File: src/rtl/w5500_spi_arbiter.sv
// rtl/w5500_spi_arbiter.sv - Round-robin arbiter sharing one W5500 SPI engine between two frame requesters
module w5500_spi_arbiter #(
    parameter int unsigned TIMEOUT_CYC = 4096
) (
    input  logic        clk_clk,
    input  logic        reset_reset_n,
    input  logic        req0_valid,
    input  logic        req0_last,
    input  logic [31:0] req0_data,
    output logic        req0_ready,
    input  logic        req1_valid,
    input  logic        req1_last,
    input  logic [31:0] req1_data,
    output logic        req1_ready,
    output logic        spi_valid,
    output logic        spi_last,
    output logic [31:0] spi_data,
    input  logic        spi_ready,
    input  logic        spi_done,
    input  logic        rsp_valid,
    input  logic [31:0] rsp_data,
    output logic        rsp0_valid,
    output logic        rsp1_valid,
    output logic [31:0] rsp_data_out,
    output logic [1:0]  gnt,
    output logic        busy,
    output logic        timeout_err
);

    typedef enum logic [1:0] {
        S_IDLE,
        S_OWN,
        S_ABORT,
        S_WAIT_DONE
    } state_t;

    localparam logic [15:0] TMO = 16'(TIMEOUT_CYC);

    state_t      state;
    state_t      state_nx;
    logic [1:0]  gnt_nx;
    logic        ptr;
    logic        ptr_nx;
    logic [15:0] cnt;
    logic [15:0] cnt_nx;
    logic [15:0] cnt_inc;
    logic        tmo_nx;
    logic        tmo_hit;
    logic        sel_valid;
    logic        sel_last;
    logic [31:0] sel_data;
    logic        accept;

    // ptr = 0 favours req0, ptr = 1 favours req1
    assign sel_valid = gnt[1] ? req1_valid : req0_valid;
    assign sel_last  = gnt[1] ? req1_last  : req0_last;
    assign sel_data  = gnt[1] ? req1_data  : req0_data;
    assign accept    = (state == S_OWN) && sel_valid && spi_ready;

    assign cnt_inc = (cnt == 16'hFFFF) ? cnt : cnt + 16'd1;
    assign tmo_hit = (cnt_inc == TMO);

    assign busy         = (state != S_IDLE);
    assign rsp0_valid   = busy && rsp_valid && gnt[0];
    assign rsp1_valid   = busy && rsp_valid && gnt[1];
    assign rsp_data_out = (busy && rsp_valid) ? rsp_data : 32'h0;

    always_ff @(posedge clk_clk or negedge reset_reset_n) begin
        if (!reset_reset_n) begin
            state       <= S_IDLE;
            gnt         <= 2'b00;
            ptr         <= 1'b0;
            cnt         <= 16'h0;
            timeout_err <= 1'b0;
        end else begin
            state       <= state_nx;
            gnt         <= gnt_nx;
            ptr         <= ptr_nx;
            cnt         <= cnt_nx;
            timeout_err <= tmo_nx;
        end
    end

    always_comb begin
        state_nx   = state;
        gnt_nx     = gnt;
        ptr_nx     = ptr;
        tmo_nx     = 1'b0;
        spi_valid  = 1'b0;
        spi_last   = 1'b0;
        spi_data   = 32'h0;
        req0_ready = 1'b0;
        req1_ready = 1'b0;
        case (state)
            S_IDLE: begin
                if (req0_valid || req1_valid) begin
                    state_nx = S_OWN;
                    if (req0_valid && (!req1_valid || !ptr)) begin
                        gnt_nx = 2'b01;
                    end else begin
                        gnt_nx = 2'b10;
                    end
                end
            end
            S_OWN: begin
                spi_valid  = sel_valid;
                spi_last   = sel_last;
                spi_data   = sel_data;
                req0_ready = gnt[0] && spi_ready;
                req1_ready = gnt[1] && spi_ready;
                if (accept && sel_last) begin
                    state_nx = S_WAIT_DONE;
                end else if (!accept && tmo_hit) begin
                    state_nx = S_ABORT;
                    tmo_nx   = 1'b1;
                end
            end
            S_ABORT: begin
                // Closing beat lets the engine finish the frame and release chip select
                spi_valid = 1'b1;
                spi_last  = 1'b1;
                if (spi_ready) begin
                    state_nx = S_WAIT_DONE;
                end
            end
            S_WAIT_DONE: begin
                if (spi_done || tmo_hit) begin
                    state_nx = S_IDLE;
                    gnt_nx   = 2'b00;
                    ptr_nx   = gnt[0];
                    tmo_nx   = !spi_done;
                end
            end
            default: begin
                state_nx = S_IDLE;
                gnt_nx   = 2'b00;
            end
        endcase
    end

    always_comb begin
        cnt_nx = cnt;
        if ((state_nx != state) || accept) begin
            cnt_nx = 16'h0;
        end else if ((state == S_OWN) || (state == S_WAIT_DONE)) begin
            cnt_nx = cnt_inc;
        end
    end

endmodule

File: config.mk
export PLATFORM = sky130hd
export DESIGN_NAME = w5500_spi_arbiter
export DESIGN_NICKNAME = d
export VERILOG_FILES = /design/src/rtl/w5500_spi_arbiter.sv
export SDC_FILE = /design/constraint.sdc
export NUM_CORES = 1
export LEC_CHECK = 0
export BUFFER_PORTS_ARGS = -buffer_cell sky130_fd_sc_hd__buf_2
export CAP_MARGIN = 30
export CORE_MARGIN = 10
export CORE_UTILIZATION = 40
export DETAILED_ROUTE_END_ITERATION = 6
export PLACE_DENSITY = 0.78
export SLEW_MARGIN = 0
export SYNTH_ARGS = -nofsm -noshare
export SYNTH_HDL_FRONTEND = slang
export SYNTH_SLANG_ARGS = --single-unit
File: constraint.sdc
create_clock -name clk_clk -period 5.45 [get_ports clk_clk]
set_clock_uncertainty 0.1 [all_clocks]
set_input_delay 0.545 -clock clk_clk [delete_from_list [all_inputs] [get_ports clk_clk]]
set_output_delay 0.545 -clock clk_clk [all_outputs]
set_load 0.01 [all_outputs]
-- Word-level counts from Yosys, hierarchy flattened
Index checks and enable logic that the tools add are counted.
- bits of input ports: 105
- register bits: 22
- logic and storage cells: 65
- muxes and demuxes: 26
- $add $sub $neg: 1
- equal/unequal tests: 8
- reductions and logical operators: 25
- operators with widths (operator ; count):
    two-way mux 32 bit ; 3
    two-way mux 16 bit ; 3
    adder 16 x 1 -> 16 bit, second input constant ; 1
    equality test 16 x 13 -> 1 bit, second input constant ; 1
    equality test 16 bit, second input constant ; 1
    two-way mux 2 bit ; 8
    logical AND 1 bit ; 10
    case mux 2 bit (4 select lines) ; 1
    two-way mux 1 bit ; 7
    case mux 1 bit (2 select lines) ; 3
    nonzero test 2 bit ; 3
    logical OR 1 bit ; 5
    equality test 2 bit, second input constant ; 2
    zero test 1 bit ; 4
    inequality test 2 bit, second input constant ; 2
    case mux 2 bit (2 select lines) ; 1
    AND reduction 3 bit ; 1
    equality test 2 x 1 -> 1 bit, second input constant ; 1
    zero test 2 bit ; 1
    inequality test 2 bit ; 1
    AND reduction 2 bit ; 1

-- Longest topological paths before layout
- depth after elaboration: 11
- depth in mapped cells: 11
- gate-level depth less buffers: 10

-- Least setup slack after synthesis
No wires, ideal clock.
- kind: register -> register
- from: register cnt[1]
- to: register cnt[15]
- stages on the path, launching flop included: 11
- arrival: 2.671 ns
- library setup time: 0.123 ns
- path buffers: 1
- slack: 2.556 ns
- cell sequence: dfrtp_1 > ha_1 > nand4_1 > nor3_1 > mux2_2 > nor4b_1 > nand4_2 > a211o_2 > nand4_4 > buf_6 > nor2_1
- word-level cells in the longest chain between the ends: 10
- elaborated cells on any way between the ends: 15
- RTL lines (item ; line ; source):
    start, declared ; 44 ; logic [15:0] cnt;
    start signal, assigned ; 79 ; cnt <= cnt_nx;
    adder 16 x 1 -> 16 bit or equality test 16 bit (tied branches) ; 60 ; assign cnt_inc = (cnt == 16'hFFFF) ? cnt : cnt + 16'd1;
    two-way mux 16 bit (*) ; 60 ;
    equality test 16 x 13 -> 1 bit ; 61 ; assign tmo_hit = (cnt_inc == TMO);
    logical AND 1 bit ; 113 ; end else if (!accept && tmo_hit) begin
    two-way mux 2 bit ; 113 ;
    two-way mux 2 bit ; 111 ; if (accept && sel_last) begin
    case mux 2 bit (4 select lines) ; 94 ; case (state)
    inequality test 2 bit ; 143 ; if ((state_nx != state) || accept) begin
    logical OR 1 bit ; 143 ;
    two-way mux 16 bit or nonzero test 2 bit (tied branches) ; - ;
Mark *: on every way between the ends. The rest lies on a longest branch, timed or not. The select of a mux whose other input is x is not followed.
A chain may end at the register's enable or synchronous reset.

-- Worst setup path in the final report
- from: register cnt[1]
- to: register cnt[9]
The elaborated chain is that of the path after synthesis.

==> results.md <==
- The quantity of I/O buffers inserted on ports is between 150 and 200.
- The worst hold slack is roughly 0.13 ns.
- For the final routed database, the setup TNS stands at 0 ns.
- The sum of buffers and inverters on the critical path is 0.
- The number of buffers added by the clock tree synthesis step is 3.
- Once the floorplan was initialized, standard cells occupied between 40% and 50% of the core.
- The net count of the finished layout is ~600.
- Detailed placement finished with a half-perimeter wire length of about 8500 µm.
- From synthesis to final layout, the design area changed by 36.2%.
- For this run the aggregate overflow at the end of global routing stands at 0.
- The highest clock rate is about 300 MHz.
- Of all flip-flops after synthesis, the portion carrying an async set or reset was between 90% and 100%.
- The die outline area is about 10000 µm².
- The area share of the largest cell type after synthesis is 21.2%.
- The number of register bits inferred by synthesis is 22.
- The initial antenna violation count is 0.
- The ratio of final minimum period to clock period is between 60% and 70%.
- The kind of path behind the tightest hold check is in -> async.
- In the final routed layout, each cell accounts on average for roughly 18 µm.
- Measured against its own limit, the worst slew margin works out to between 30% and 40%.
- STA classifies the critical path endpoint as a flip-flop.
- The residual DRC count is 0.
- The worst register-to-register path begins at cnt[1]$_DFFE_PN0P_.
- The clock input transition at the sequential cells of the worst setup and hold paths is 0.08 ns.
- After the first detailed-routing iteration, the DRC count stood at around 330.
- The detail route stage leaves a number of antenna-violating nets equal to 0.
- Data arrives at the worst endpoint at 3.45 ns.
- At the end of the flow the core is filled with cells to between 50% and 60%.
- The placed standard-cell area is 3480 µm².
- Synthesis produced a netlist whose cell count is around 330.
- For this run, the detailed router's first-pass iteration total came to 5.
- The via total after detailed routing is around 3000.
- For this design, the CTS-stage hold fixing added 0 buffers.
- The count of filler cells inserted in the layout is 560.
- TritonCTS built the clock tree.
- The total standard cell area after synthesis is roughly 2600 µm².
- The worst register-to-register path has a depth of 9.
- In this run the power density over the cells is ~400 nW/µm².
- The repair_antennas step left the layout with diodes totalling 0.
- The critical path goes through ha_1, nand4_1, nor3_1, mux2_2, nor4b_1, nand4_2, o211ai_2, nand4_4, nor2_1.
- The placer congestion estimate is around 1.
- STA puts the critical path data required time at about 5.5 ns.
- The number of global-route vias before repair is approximately 2800.
- Yosys attributes the largest share of cell area to dfrtp_1 (21%), mux2i_1 (14%), nor2b_1 (8.7%).
- Along the worst path, the maximum fanout reaches 16.
- In this design, the stage delay of the slowest critical-path cell is roughly 0.55 ns.
- The post-route cell area is 3530 µm².
- The total number of H-tree levels is 1.
- Clock latency on the worst-skew pair, taken at its later pin, is roughly 0.27 ns.
- The leakage power total is about 1.8 nW.
- The area taken by flip-flops and latches is between 500 and 600 µm².
- In the routed layout, each cell is associated on average with a via count of 5.25.
- The die is slightly above 100 µm wide.
- The internal reg-to-reg setup slack is 2.08 ns.
- The number of hold-slack violations in the final timing report is 0.
- The clock passes through at most 2 buffers.
- The number of flops mapped to enable cells by yosys is 0.
- In this run the critical register-to-register path is captured at cnt[9]$_DFFE_PN0P_.
- During synthesis, Yosys emitted a total of 0 warnings.
- The core region area is 6310 µm².
- The maximum vdd drop is about 0.29 mV.
- The critical path is of the reg -> reg type.
- Setup violations remaining at the end of the flow were counted as 0.
- The worst setup path is launched from a flip-flop.
- The share of the Yosys chip area taken by registers is 21.2%.
- The area taken by multi-input logic gates is between 1500 and 2000 µm².
- The number of distinct standard cells referenced by the synthesized netlist is 58.
- The count of cells resized by post-cts repair is 0.
- The mean instance size in the synthesized netlist is about 8.0 µm².
- The clock sink total is 22.
- The slowest cell on the critical path is nor4b_1.
- Entering global routing, the biggest net connects 48 pins.
- The global-route usage over all layers is 17.8%.
- Broken down by cell family, the worst path's largest delay share belongs to simple AND/OR/NAND/NOR gates.
- After clock tree synthesis, the setup repair step added 0 buffers.
- Across the run, the number of max-cap violations was 0.
- The vertical extent of the die is between 100 and 150 µm.
- In this run the core area contains 29 standard-cell rows.
- The final max-slew violation count is 0.
- The critical path crosses 9 cells after its start point.
- dfrtp_1 takes more of the synthesized area than any other cell.
- The commonest register cell after synthesis is dfrtp_1.
- The total nets after synthesis is 436.
- Setup repair after global routing left no endpoint under its margin.
- The total detailed-routing wirelength is roughly 10000 µm.
- The number of placed I/O pins is 179.
- The flow ran to the end, and the final reports show no timing, DRC or antenna violations.
- The first global-routing pass estimated 15000 µm of wire.
- The minimum period implied by the final worst setup slack is around 3.4 ns.
- At the pin with the least slew margin, the transition time is just under 1 ns.
- CTS placed an instance of clkbuf_8 at the clock tree root.
- The fraction of layout instances using a drive strength above 1 is a little over two fifths.
[cells by family after synthesis]
family / share of synthesized area, %
AND/OR/NAND/NOR: 39.2
adder cells (fa/ha/maj): 2.41
AO/OA/AOI/OAI: 12.0
multiplexers: 15.6
XOR/XNOR: 3.38
buffers and inverters: 6.08
flip-flops: 21.2
[power by group]
part           internal (W)  switching, W
clock             0.0000644     0.0000517
sequential         0.000189     0.0000857
combinational      0.000472      0.000584
total              0.000725      0.000721
[synthesized netlist by cell type (all sizes together), types with 2 or more instances]
cell type  count
or2            2
a21oi         15
xnor2          9
o21ai         10
or3            2
a211oi         2
and2          36
nor2          30
nor3           6
a31oi          2
o211ai         4
buf            6
ha             5
inv            9
and4           6
dfrtp         22
nand2         19
nand2b         4
and3           8
nand4          8
o22ai          2
nor4           3
mux2           4
mux2i         36
clkbuf        13
nor2b         36
nand3         11
[worst max path at each step]
stage	startpoint	endpoint	slack, ns
after floorplan	cnt[1]$_DFFE_PN0P_	cnt[15]$_DFFE_PN0P_	2.56
after global placement	cnt[1]$_DFFE_PN0P_	cnt[10]$_DFFE_PN0P_	2.35
after detailed placement	cnt[1]$_DFFE_PN0P_	cnt[9]$_DFFE_PN0P_	2.12
after CTS	cnt[1]$_DFFE_PN0P_	cnt[9]$_DFFE_PN0P_	2.10
after global routing	cnt[1]$_DFFE_PN0P_	cnt[3]$_DFFE_PN0P_	1.88
final	cnt[1]$_DFFE_PN0P_	cnt[9]$_DFFE_PN0P_	2.08
[flip-flops by register name, indices dropped and copies added (netlist names)]
name and count:
cnt 16, gnt 2, ptr 1, state 2
timeout_err 1
[layout by cell type (no fill, tap or decap), types with 3 or more instances in the layout]
cell type,count
buf_2,178
nor2b_1,36
mux2i_1,36
and2_1,34
nor2_1,30
dfrtp_1,21
nand2_1,18
a21oi_1,15
nand3_1,11
o21ai_0,10
inv_1,9
xnor2_1,9
nor3_1,6
nand4_1,5
and3_1,5
ha_1,5
mux2_2,4
and4_2,4
nand2b_1,4
clkbuf_8,4
and3_2,3
o211ai_1,3
[metrics by stage]
step                power [W]  std cells  setup WS (ns)
detailed placement    0.00134        564           2.12
floorplan             0.00100        326           2.56
global route          0.00156        568           1.88
finish                0.00145        568           2.08
CTS                   0.00145        568           2.10
global placement      0.00132        564           2.35
[cell type report]
class                   count  share of cell area (%)
multi-input cells         275                    53.4
well taps                  77                    2.73
repair buffers            180                    25.7
flip-flops and latches     22                    15.6
clock buffers               4                    1.56
inverters                  10                    1.06
[metal layers]
layer  share of wire, %  wire, µm  GRT usage, %
met1                 37      3730          20.8
met3                9.4       940          4.12
met4               0.65        65          2.61
met2                 52      5240          32.6
met5                  0         0             0
No activity file was read; power rests on OpenSTA's default activity.
